--- src/rtl/arp_reply_resolver_if.sv ---
// ARP resolver bus: rx byte stream, lookup request and resolution status.
// Latency: none, this is only a signal bundle.
// Backpressure: none; the rx stream and the lookup pulse cannot be stalled.
// master: drives the rx stream, local_ip and the lookup request; observes status.
// slave : the resolver; drives arp_request, resolved_mac/valid, resolve_fail,
//         busy and rx_frame_ok.
interface arp_reply_resolver_if;
  logic        rx_enable;
  logic [7:0]  rx_data;
  logic [31:0] local_ip;
  logic [31:0] lookup_ip;
  logic        lookup_start;
  logic        arp_request;
  logic [47:0] resolved_mac;
  logic        resolved_valid;
  logic        resolve_fail;
  logic        busy;
  logic        rx_frame_ok;

  modport master (
    output rx_enable, rx_data, local_ip, lookup_ip, lookup_start,
    input  arp_request, resolved_mac, resolved_valid, resolve_fail, busy, rx_frame_ok
  );

  modport slave (
    input  rx_enable, rx_data, local_ip, lookup_ip, lookup_start,
    output arp_request, resolved_mac, resolved_valid, resolve_fail, busy, rx_frame_ok
  );
endinterface

--- src/rtl/arp_reply_resolver.sv ---
// Resolves an IP to a MAC: issues ARP requests with timeout/retry, parses replies.
// Latency: rx_frame_ok and resolved_valid one cycle after the last reply byte; arp_request one cycle after its cause.
// Backpressure: none; the rx stream is consumed at line rate, arp_request is a fire-and-forget pulse.
// Ports: rx_clock (rising edge), reset (synchronous, active-high), bus (slave modport,
//        see arp_reply_resolver_if). Requires TIMEOUT_CYCLES >= 2.
module arp_reply_resolver #(
  parameter int TIMEOUT_CYCLES = 1250000,
  parameter int MAX_RETRIES    = 3
) (
  input logic                 rx_clock,
  input logic                 reset,
  arp_reply_resolver_if.slave bus
);

  localparam int TW = $clog2(TIMEOUT_CYCLES + 1);
  localparam int RW = (MAX_RETRIES > 0) ? $clog2(MAX_RETRIES + 1) : 1;
  localparam logic [TW-1:0] T_LAST = TW'(TIMEOUT_CYCLES - 1);
  localparam logic [TW-1:0] T_PRE  = TW'(TIMEOUT_CYCLES - 2);
  localparam logic [RW-1:0] R_MAX  = RW'(MAX_RETRIES);

  localparam logic [1:0] P_IDLE = 2'd0;
  localparam logic [1:0] P_RX   = 2'd1;
  localparam logic [1:0] P_ERR  = 2'd2;

  localparam logic [1:0] R_IDLE = 2'd0;
  localparam logic [1:0] R_WAIT = 2'd1;
  localparam logic [1:0] R_OK   = 2'd2;
  localparam logic [1:0] R_FAIL = 2'd3;

  logic [1:0]    p_state;
  logic [4:0]    idx;
  logic [4:0]    idx_cur;
  logic [47:0]   sender_mac;
  logic [31:0]   sender_ip;
  logic [7:0]    exp_byte;
  logic          check_byte;
  logic          byte_ok;
  logic          frame_last;

  logic [1:0]    r_state;
  logic [31:0]   target_ip;
  logic [TW-1:0] timer;
  logic [RW-1:0] retry;
  logic          reply_match;

  // In P_IDLE the byte on the wire is index 0 of a new frame.
  assign idx_cur = (p_state == P_IDLE) ? 5'd0 : idx;

  always_comb begin
    exp_byte   = 8'h00;
    check_byte = 1'b1;
    case (idx_cur)
      5'd0:    exp_byte = 8'h08;
      5'd1:    exp_byte = 8'h06;
      5'd2:    exp_byte = 8'h00;
      5'd3:    exp_byte = 8'h01;
      5'd4:    exp_byte = 8'h08;
      5'd5:    exp_byte = 8'h00;
      5'd6:    exp_byte = 8'h06;
      5'd7:    exp_byte = 8'h04;
      5'd8:    exp_byte = 8'h00;
      5'd9:    exp_byte = 8'h02;
      5'd26:   exp_byte = bus.local_ip[31:24];
      5'd27:   exp_byte = bus.local_ip[23:16];
      5'd28:   exp_byte = bus.local_ip[15:8];
      5'd29:   exp_byte = bus.local_ip[7:0];
      default: check_byte = 1'b0;
    endcase
    byte_ok = !check_byte || (bus.rx_data == exp_byte);
  end

  // Last byte of a well-formed reply is on the wire this cycle.
  assign frame_last  = bus.rx_enable && (p_state != P_ERR) && (idx_cur == 5'd29) && byte_ok;
  assign reply_match = frame_last && (sender_ip == target_ip);

  // Parser. After a good frame the parser parks in P_ERR so trailing bytes are
  // dropped until rx_enable falls, exactly like a rejected frame.
  always_ff @(posedge rx_clock) begin
    if (reset) begin
      p_state         <= P_IDLE;
      idx             <= 5'd0;
      sender_mac      <= 48'd0;
      sender_ip       <= 32'd0;
      bus.rx_frame_ok <= 1'b0;
    end else begin
      bus.rx_frame_ok <= 1'b0;
      if (bus.rx_enable && (p_state != P_ERR)) begin
        if (idx_cur >= 5'd10 && idx_cur <= 5'd15)
          sender_mac <= {sender_mac[39:0], bus.rx_data};
        if (idx_cur >= 5'd16 && idx_cur <= 5'd19)
          sender_ip <= {sender_ip[23:0], bus.rx_data};
      end
      case (p_state)
        P_IDLE, P_RX: begin
          if (!bus.rx_enable) begin
            p_state <= P_IDLE;
          end else if (!byte_ok) begin
            p_state <= P_ERR;
          end else if (idx_cur == 5'd29) begin
            p_state         <= P_ERR;
            bus.rx_frame_ok <= 1'b1;
          end else begin
            p_state <= P_RX;
            idx     <= idx_cur + 5'd1;
          end
        end
        default: begin
          if (!bus.rx_enable)
            p_state <= P_IDLE;
        end
      endcase
    end
  end

  // Resolver. A retry's request is issued from the cycle the timer sits at its
  // terminal count; the final window instead registers resolve_fail on the edge
  // where the timer reaches that count, so it ends one cycle earlier.
  always_ff @(posedge rx_clock) begin
    if (reset) begin
      r_state            <= R_IDLE;
      target_ip          <= 32'd0;
      timer              <= '0;
      retry              <= '0;
      bus.arp_request    <= 1'b0;
      bus.resolved_mac   <= 48'd0;
      bus.resolved_valid <= 1'b0;
      bus.resolve_fail   <= 1'b0;
    end else begin
      bus.arp_request <= 1'b0;
      if (bus.lookup_start) begin
        target_ip          <= bus.lookup_ip;
        timer              <= '0;
        retry              <= '0;
        bus.resolved_valid <= 1'b0;
        bus.resolve_fail   <= 1'b0;
        bus.arp_request    <= 1'b1;
        r_state            <= R_WAIT;
      end else if (r_state == R_WAIT) begin
        if (reply_match) begin
          // A match beats a simultaneous timeout: no further request.
          bus.resolved_mac   <= sender_mac;
          bus.resolved_valid <= 1'b1;
          r_state            <= R_OK;
        end else if (timer == T_LAST && retry < R_MAX) begin
          retry           <= retry + 1'b1;
          timer           <= '0;
          bus.arp_request <= 1'b1;
        end else if (timer == T_PRE && retry == R_MAX) begin
          bus.resolve_fail <= 1'b1;
          r_state          <= R_FAIL;
        end else begin
          timer <= timer + 1'b1;
        end
      end
    end
  end

  assign bus.busy = (r_state == R_WAIT);

endmodule

--- src/flat_wrapper.sv ---
// flat-port wrapper written by rule: the top's interface ports become plain ports
module arp_reply_resolver_flat 
#(
  parameter int TIMEOUT_CYCLES = 1250000,
  parameter int MAX_RETRIES    = 3
)
  (rx_clock, reset, bus_rx_enable, bus_rx_data, bus_local_ip, bus_lookup_ip, bus_lookup_start, bus_arp_request, bus_resolved_mac, bus_resolved_valid, bus_resolve_fail, bus_busy, bus_rx_frame_ok);
  arp_reply_resolver_if bus_i ();
  input logic rx_clock;
  input logic reset;
  input wire logic [$bits(bus_i.rx_enable)-1:0] bus_rx_enable;
  input wire logic [$bits(bus_i.rx_data)-1:0] bus_rx_data;
  input wire logic [$bits(bus_i.local_ip)-1:0] bus_local_ip;
  input wire logic [$bits(bus_i.lookup_ip)-1:0] bus_lookup_ip;
  input wire logic [$bits(bus_i.lookup_start)-1:0] bus_lookup_start;
  output wire logic [$bits(bus_i.arp_request)-1:0] bus_arp_request;
  output wire logic [$bits(bus_i.resolved_mac)-1:0] bus_resolved_mac;
  output wire logic [$bits(bus_i.resolved_valid)-1:0] bus_resolved_valid;
  output wire logic [$bits(bus_i.resolve_fail)-1:0] bus_resolve_fail;
  output wire logic [$bits(bus_i.busy)-1:0] bus_busy;
  output wire logic [$bits(bus_i.rx_frame_ok)-1:0] bus_rx_frame_ok;
  assign bus_i.rx_enable = bus_rx_enable;
  assign bus_i.rx_data = bus_rx_data;
  assign bus_i.local_ip = bus_local_ip;
  assign bus_i.lookup_ip = bus_lookup_ip;
  assign bus_i.lookup_start = bus_lookup_start;
  assign bus_arp_request = bus_i.arp_request;
  assign bus_resolved_mac = bus_i.resolved_mac;
  assign bus_resolved_valid = bus_i.resolved_valid;
  assign bus_resolve_fail = bus_i.resolve_fail;
  assign bus_busy = bus_i.busy;
  assign bus_rx_frame_ok = bus_i.rx_frame_ok;
  arp_reply_resolver #(.TIMEOUT_CYCLES(TIMEOUT_CYCLES), .MAX_RETRIES(MAX_RETRIES)) u_core (.rx_clock(rx_clock), .reset(reset), .bus(bus_i));
endmodule
--- config.mk ---
export PLATFORM = sky130hd
export DESIGN_NAME = arp_reply_resolver_flat
export DESIGN_NICKNAME = d
export VERILOG_FILES = /design/src/rtl/arp_reply_resolver_if.sv /design/src/rtl/arp_reply_resolver.sv /design/src/flat_wrapper.sv
export SDC_FILE = /design/constraint.sdc
export NUM_CORES = 1
export LEC_CHECK = 0
export ABC_AREA = 1
export BUFFER_PORTS_ARGS = -buffer_cell sky130_fd_sc_hd__buf_2
export CORE_ASPECT_RATIO = 0.9
export CORE_MARGIN = 5
export CORE_UTILIZATION = 25
export DETAILED_ROUTE_END_ITERATION = 10
export PLACE_DENSITY_LB_ADDON = 0.15
export SYNTH_ARGS = -nofsm -noshare
export SYNTH_HDL_FRONTEND = slang
export SYNTH_SLANG_ARGS = --single-unit
--- constraint.sdc ---
create_clock -name rx_clock -period 2.5 [get_ports rx_clock]
set_input_delay 0.375 -clock rx_clock [delete_from_list [all_inputs] [get_ports rx_clock]]
set_output_delay 0.375 -clock rx_clock [all_outputs]
set_load 0.1 [all_outputs]
# == Yosys cells after proc, flatten, opt, wreduce, memory -nomap -nowiden ==
# Cells that the tools add are included.
# W data, S select, Z words.
# word_totals
regBits,196
wordCells,105
# op_classes
addsub,3
n_lt_le_gt_ge,5
eq_ne,25
muxes,20
n_bitwise,7
reduce_logical,31
# ops
op,count
$pmux W8 S9,1
$eq A21 B21 Y1 const B,2
$mux W21,2
$eq A32 B32 Y1,1
$add A21 B1 Y21 const B,1
$eq A5 B3 Y1 const B,4
$eq A5 B5 Y1 const B,4
$mux W2,8
$reduce_and A3 Y1,5
$reduce_or A14 Y1,1
$eq A5 B2 Y1 const B,2
$eq A5 B4 Y1 const B,2
$eq A8 B8 Y1,1
$logic_and A1 B1 Y1,8
$mux W1,8
$reduce_and A4 Y1,2
$reduce_or A2 Y1,4
$not A1 Y1,7
$ne A2 B1 Y1 const B,3
$reduce_and A2 Y1,3
$add A5 B1 Y5 const B,1
$eq A5 B1 Y1 const B,1
$ge A5 B4 Y1 const B,1
$ge A5 B5 Y1 const B,1
16 further kinds,18

# == Longest topological paths before layout ==
# logic_depth
depth_word,12
mapped_depth,24

# == Worst setup path before layout ==
# OpenSTA, ideal clock, no wires.
# synth_path
kind,flip-flop to flip-flop
startpoint,reg u_core.p_state[1]
endpoint,reg u_core.bus.resolved_mac[0]
arrival_ns,2.638
required_time_ns,2.387
path_slack_ns,-0.250
path_stages_with_launch,22
n_path_buf,2
synth_period_minus_slack_ns,2.750
path_cell_list,dfxtp_1 -> nor2_4 -> nor2_1 -> inv_1 -> ha_1 -> inv_1 -> nor2_1 -> nand4_1 -> nand2_1 -> nor2_1 -> nand2_1 -> nand2_1 -> nand2_1 -> nand3_1 -> nor2_1 -> nand2_1 -> nand2_2 -> nand4_1 -> buf_4 -> buf_2 -> nor2_1 -> nor2_1
# synth_between
elab_chain_cells,10
word_cells_on_any_way,30
cone_classes,15 x eq/ne; 3 x mux; 12 x reduce/logical
# synth_lines
element,line_no,rtl
start: declaration,arp_reply_resolver.sv:30,logic [1:0] p_state;
start signal: assignment,arp_reply_resolver.sv:80,p_state <= P_IDLE;
start signal: assignment,arp_reply_resolver.sv:96,p_state <= P_IDLE;
start signal: assignment,arp_reply_resolver.sv:98,p_state <= P_ERR;
$logic_not A2 Y1,arp_reply_resolver.sv:47,assign idx_cur = (p_state == P_IDLE) ? 5'd0 : idx;
$mux W5,arp_reply_resolver.sv:47,
"$eq A5 B1 Y1, or another cell as far along",arp_reply_resolver.sv:52,case (idx_cur)
$reduce_or A2 Y1 (no source line) or $reduce_or A14 Y1 (tied branches),-,
$pmux W8 S9 or $mux W1 (tied branches),arp_reply_resolver.sv:52,
$eq A8 B8 Y1 or $logic_not A1 Y1 (tied branches),arp_reply_resolver.sv:69,byte_ok = !check_byte || (bus.rx_data == exp_byte);
$logic_or A1 B1 Y1,arp_reply_resolver.sv:69,
$logic_and A1 B1 Y1 (*),arp_reply_resolver.sv:73,assign frame_last = bus.rx_enable && (p_state != P_ERR) && (idx_cur == 5'd29) && byte_ok;
$logic_and A1 B1 Y1 (*),arp_reply_resolver.sv:74,assign reply_match = frame_last && (sender_ip == target_ip);
$reduce_and A3 Y1 (no source line) (*),-,
end signal: assignment,arp_reply_resolver.sv:141,bus.resolved_mac <= sender_mac;
end: declaration,arp_reply_resolver_if.sv:27,"output arp_request, resolved_mac, resolved_valid, resolve_fail, busy, rx_frame_ok"
# Every way passes the cells marked *; elsewhere a longest branch is shown, timed or not.
# A chain may end at the register's enable or synchronous reset.

# == Worst setup path after layout ==
# layout_path
startpoint,reg u_core.p_state[0]
endpoint,reg u_core.bus.resolved_mac[39]
# Same word-level chain as after synthesis.

==> results summary <==
The congestion estimate from routability-driven global placement came to 0.8703. The most common cell in the synthesized netlist is sky130_fd_sc_hd__nor2_1. The maximum vdd drop came out at 483.8 uV. The later pin in the worst-skew pair is clocked with a latency of 450 ps. The half-perimeter wire length after detailed placement came out at 20470 um.

The synthesized area per cell is 6.810 um2. The die boundary height is 191.2 um. The post-placement cell count is 1948. The data arrival time of the worst path came out at 2960 ps. TritonCTS built the clock tree. The critical path is of the flip-flop to flip-flop type. After filler insertion, the fill cell instance count of the layout stands at 4007. Counting instances in the post-synthesis netlist gives the leading cell types as sky130_fd_sc_hd__nor2_1 (341), sky130_fd_sc_hd__nand2_1 (222), sky130_fd_sc_hd__dfxtp_1 (196).

The largest buffer count on any clock path came out at 2. Synthesis produced a netlist whose cell count is 1340. The critical path data required time is 2840 ps.

The slew at the pin with the worst max-slew slack is 510.9 ps. The layout-stage area growth over the synthesis result is 25.13%. The worst setup path is captured at a flip-flop. The flip-flop and latch count after synthesis came out at 196. The netlist area before placement came out at 9125 um2.

The final reports fail on setup timing. The cell class contributing the biggest share of worst-path delay is simple AND/OR/NAND/NOR gates. The number of DRC markers in iteration 0 came out at 510. The final critical-path setup slack came out at -126.7 ps. The pin count of the biggest net entering global routing came out at 55.

The maximum clock frequency is 380.7 MHz. The critical path goes through nor2_4 > nor2_2 > inv_1 > ha_2 > inv_2 > nor3_4 > buf_6 > nand2_2 > nor2_2 > nor2_2 > nand2_1 > nand2_1 > nand2_1 > nand3_1 > nor2_1 > nand2_1 > nand2_2 > nand4_1 > buf_4 > buf_12 > nor2_1 > nor2_1. Ranked by total cell area, the synthesized netlist is headed by sky130_fd_sc_hd__dfxtp_1 (43%), sky130_fd_sc_hd__nor2_1 (14%), sky130_fd_sc_hd__nand2_1 (9.1%). The proportion of netlist area held by the largest area contributor is 43.00%. The share of post-route cells with drive strength above 1 is 19.36%. The via count of the first global-routing pass is 8598.

The power density normalized to cell area is 551.4 nW/um2. Measured against its own limit, the worst slew margin works out to 65.68%. The worst setup path is launched from a flip-flop. The die covers 40430 um2. The tightest min-delay check is of the input port to flip-flop type. For this run, the total global-route usage over all layers was measured as 13.82%. The total overflow reported by the global router is 0. The placeable core region came out at 36090 um2. The filler-free cell count of the finished design came out at 1984. The delay of the slowest cell on the worst path came out at 330 ps. After layout, the worst path uses 105.1% of the clock period.

The number of clock sinks came out at 196. Across the run, the number of max-cap violations was 0. The number of nets in the synthesized netlist is 1424. The highest net fanout along the worst path is 27. The share of the Yosys chip area taken by registers is 43.00%. Setup repair after global routing could not meet its margin everywhere.

The share of async-settable or async-resettable flops after synthesis is 0%. 0 antenna diodes ended up in the layout. The run finished, with violations left.

The number of iterations in the first detailed-routing pass came out at 5. Timing analysis after detailed placement gives a worst setup slack of -219.0 ps. In this run the number of H-tree levels came out at 4. For this run, the leading register cell type out of synthesis is sky130_fd_sc_hd__dfxtp_1.

The number of placement rows came out at 66. The register cell area after layout came out at 3926 um2. The design draws 6.296 mW. The final net count came out at 1580. On the critical path, the stage with the largest delay is an instance of sky130_fd_sc_hd__dfxtp_2. The clock edge transition at the registers on the reported setup and hold paths is 80 ps. After layout, the minimum clock period comes to 2627 ps.

129 I/O pins were placed. From left edge to right edge, the die measures 211.4 um. Together, buffers and inverters on the worst path number 5.

The combined area of the multi-input logic cells is 4514 um2. The number of enable flip-flop cells after synthesis came out at 0. Setup violations remaining at the end of the flow were counted as 73. The count of port buffers added during placement is 128.

The hold violation total from the final report came out at 0. The library cell used as clock root buffer is sky130_fd_sc_hd__clkbuf_16. Summed over all layers, the routed wires come to 27880 um.

The initial antenna violation count came out at 0. Clock tree synthesis inserted a total of 17 buffers. Hold repair after CTS inserted 0 buffers. After detailed routing, the number of remaining DRC violations is 0. Clock skew on the completed layout was measured at 19.27 ps. The most numerous cell type found on the critical path is sky130_fd_sc_hd__nand2_1. The effective utilization at floorplan is 25.29%.

The largest total area in the synthesized netlist belongs to sky130_fd_sc_hd__dfxtp_1. The remaining number of nets flagged by the antenna check after routing is 0. The wire length per cell after detailed routing is 14.05 um.

The number of warnings issued by yosys came out at 0. The first-pass GRT wire length came out at 45130 um. The leakage power came out at 5.410 nW. Using the TritonRoute via totals, the vias-per-cell ratio works out to 4.355. The total number of vias is 8640. The max-slew violation count is 0. The distinct cell type count after synthesis is 40.
==> through the flow <==
| stage | setup TNS, ps | hold slack (ps) | util, % | cell area [um2] |
|---|---|---|---|---|
| after detailed placement | -12320 | 450.7 | 29.64 | 10700 |
| after floorplan | -4649 | 441.0 | - | 9171 |
| after global placement | -9695 | 443.9 | 29.64 | 10700 |
| after CTS | -12050 | 138.7 | 31.34 | 11310 |
| after global routing | -28960 | 149.8 | 31.64 | 11420 |
| final | -5940 | 163.3 | 31.64 | 11420 |
==> power by group <==
part	internal [mW]	leakage (nW)	switching, mW
combinational	0.171	3.56	0.274
sequential	3.17	1.59	0.0399
clock	1.30	0.265	1.34
==> flip-flops by register name, summed over array words and instances (netlist names) <==
signal,flops
u_core.bus.resolved_valid,1
u_core.target_ip,32
u_core.bus.arp_request,1
u_core.retry,2
u_core.sender_mac,48
u_core.idx,5
u_core.p_state,2
u_core.bus.resolved_mac,48
u_core.sender_ip,32
u_core.timer,21
u_core.bus.resolve_fail,1
u_core.bus.rx_frame_ok,1
u_core.r_state,2
==> routing by layer <==
layer | global-route usage, % | share of wire [%] | up-vias
met5 | 0 | 0 | -
met4 | 3.493 | 1.3 | 0
met3 | 2.593 | 3.4 | 23
met2 | 22.92 | 47 | 123
met1 | 18.59 | 48 | 3931
li1 | - | - | 4563
==> final cells by class <==
cell class	instances	area share, %
clock buffers	17	3.726
clock inverters	14	1.063
inverters	137	4.526
multi-input cells	947	39.54
flip-flops and latches	196	34.39
well taps	476	5.216
repair buffers	197	11.55
==> tightest hold or removal path, delay by kind of cell <==
family	cells	cell delay [ps]
buffers and inverters	1	70
AND/OR/NAND/NOR	2	110
==> final timing paths <==
check / from / end / slack (ps) / cells past startpoint
hold / removal: bus_lookup_ip[21] / u_core.target_ip[21] / 160 / 3
hold reg to reg: u_core.idx[0] / u_core.idx[0] / 470 / 2
setup / recovery: u_core.p_state[0] / u_core.bus.resolved_mac[39] / -130 / 22
setup reg to reg: u_core.p_state[0] / u_core.bus.resolved_mac[39] / -130 / 22
==> cells by family after synthesis <==
logic type	share of synthesized area, %
AO/OA/AOI/OAI	10.34
XOR/XNOR	3.359
adder cells (fa/ha/maj)	1.097
buffers and inverters	8.556
flip-flops	43.00
AND/OR/NAND/NOR	33.65
==> placed cells by master (no fill, tap or decap), drive strengths merged, types with 10 or more instances in the layout <==
cell type  instances
nor2             347
nand3             67
nor3              15
a21oi             46
o21ai            129
dfxtp            196
nor4              10
xor2              23
nand4             32
xnor2             12
inv              143
nand2            228
buf              196
clkbuf            18
==> what timing repair did <==
| item | CTS | global route |
|---|---|---|
| endpoints found under the setup margin | 77 | 92 |
| resized for setup | 15 | 19 |
| pin swaps | 2 | 3 |
| hold endpoints to repair | 0 | 0 |
| cloned | 0 | 1 |
| buffers inserted | 2 | 2 |
Power figures use the tool's default switching activity.
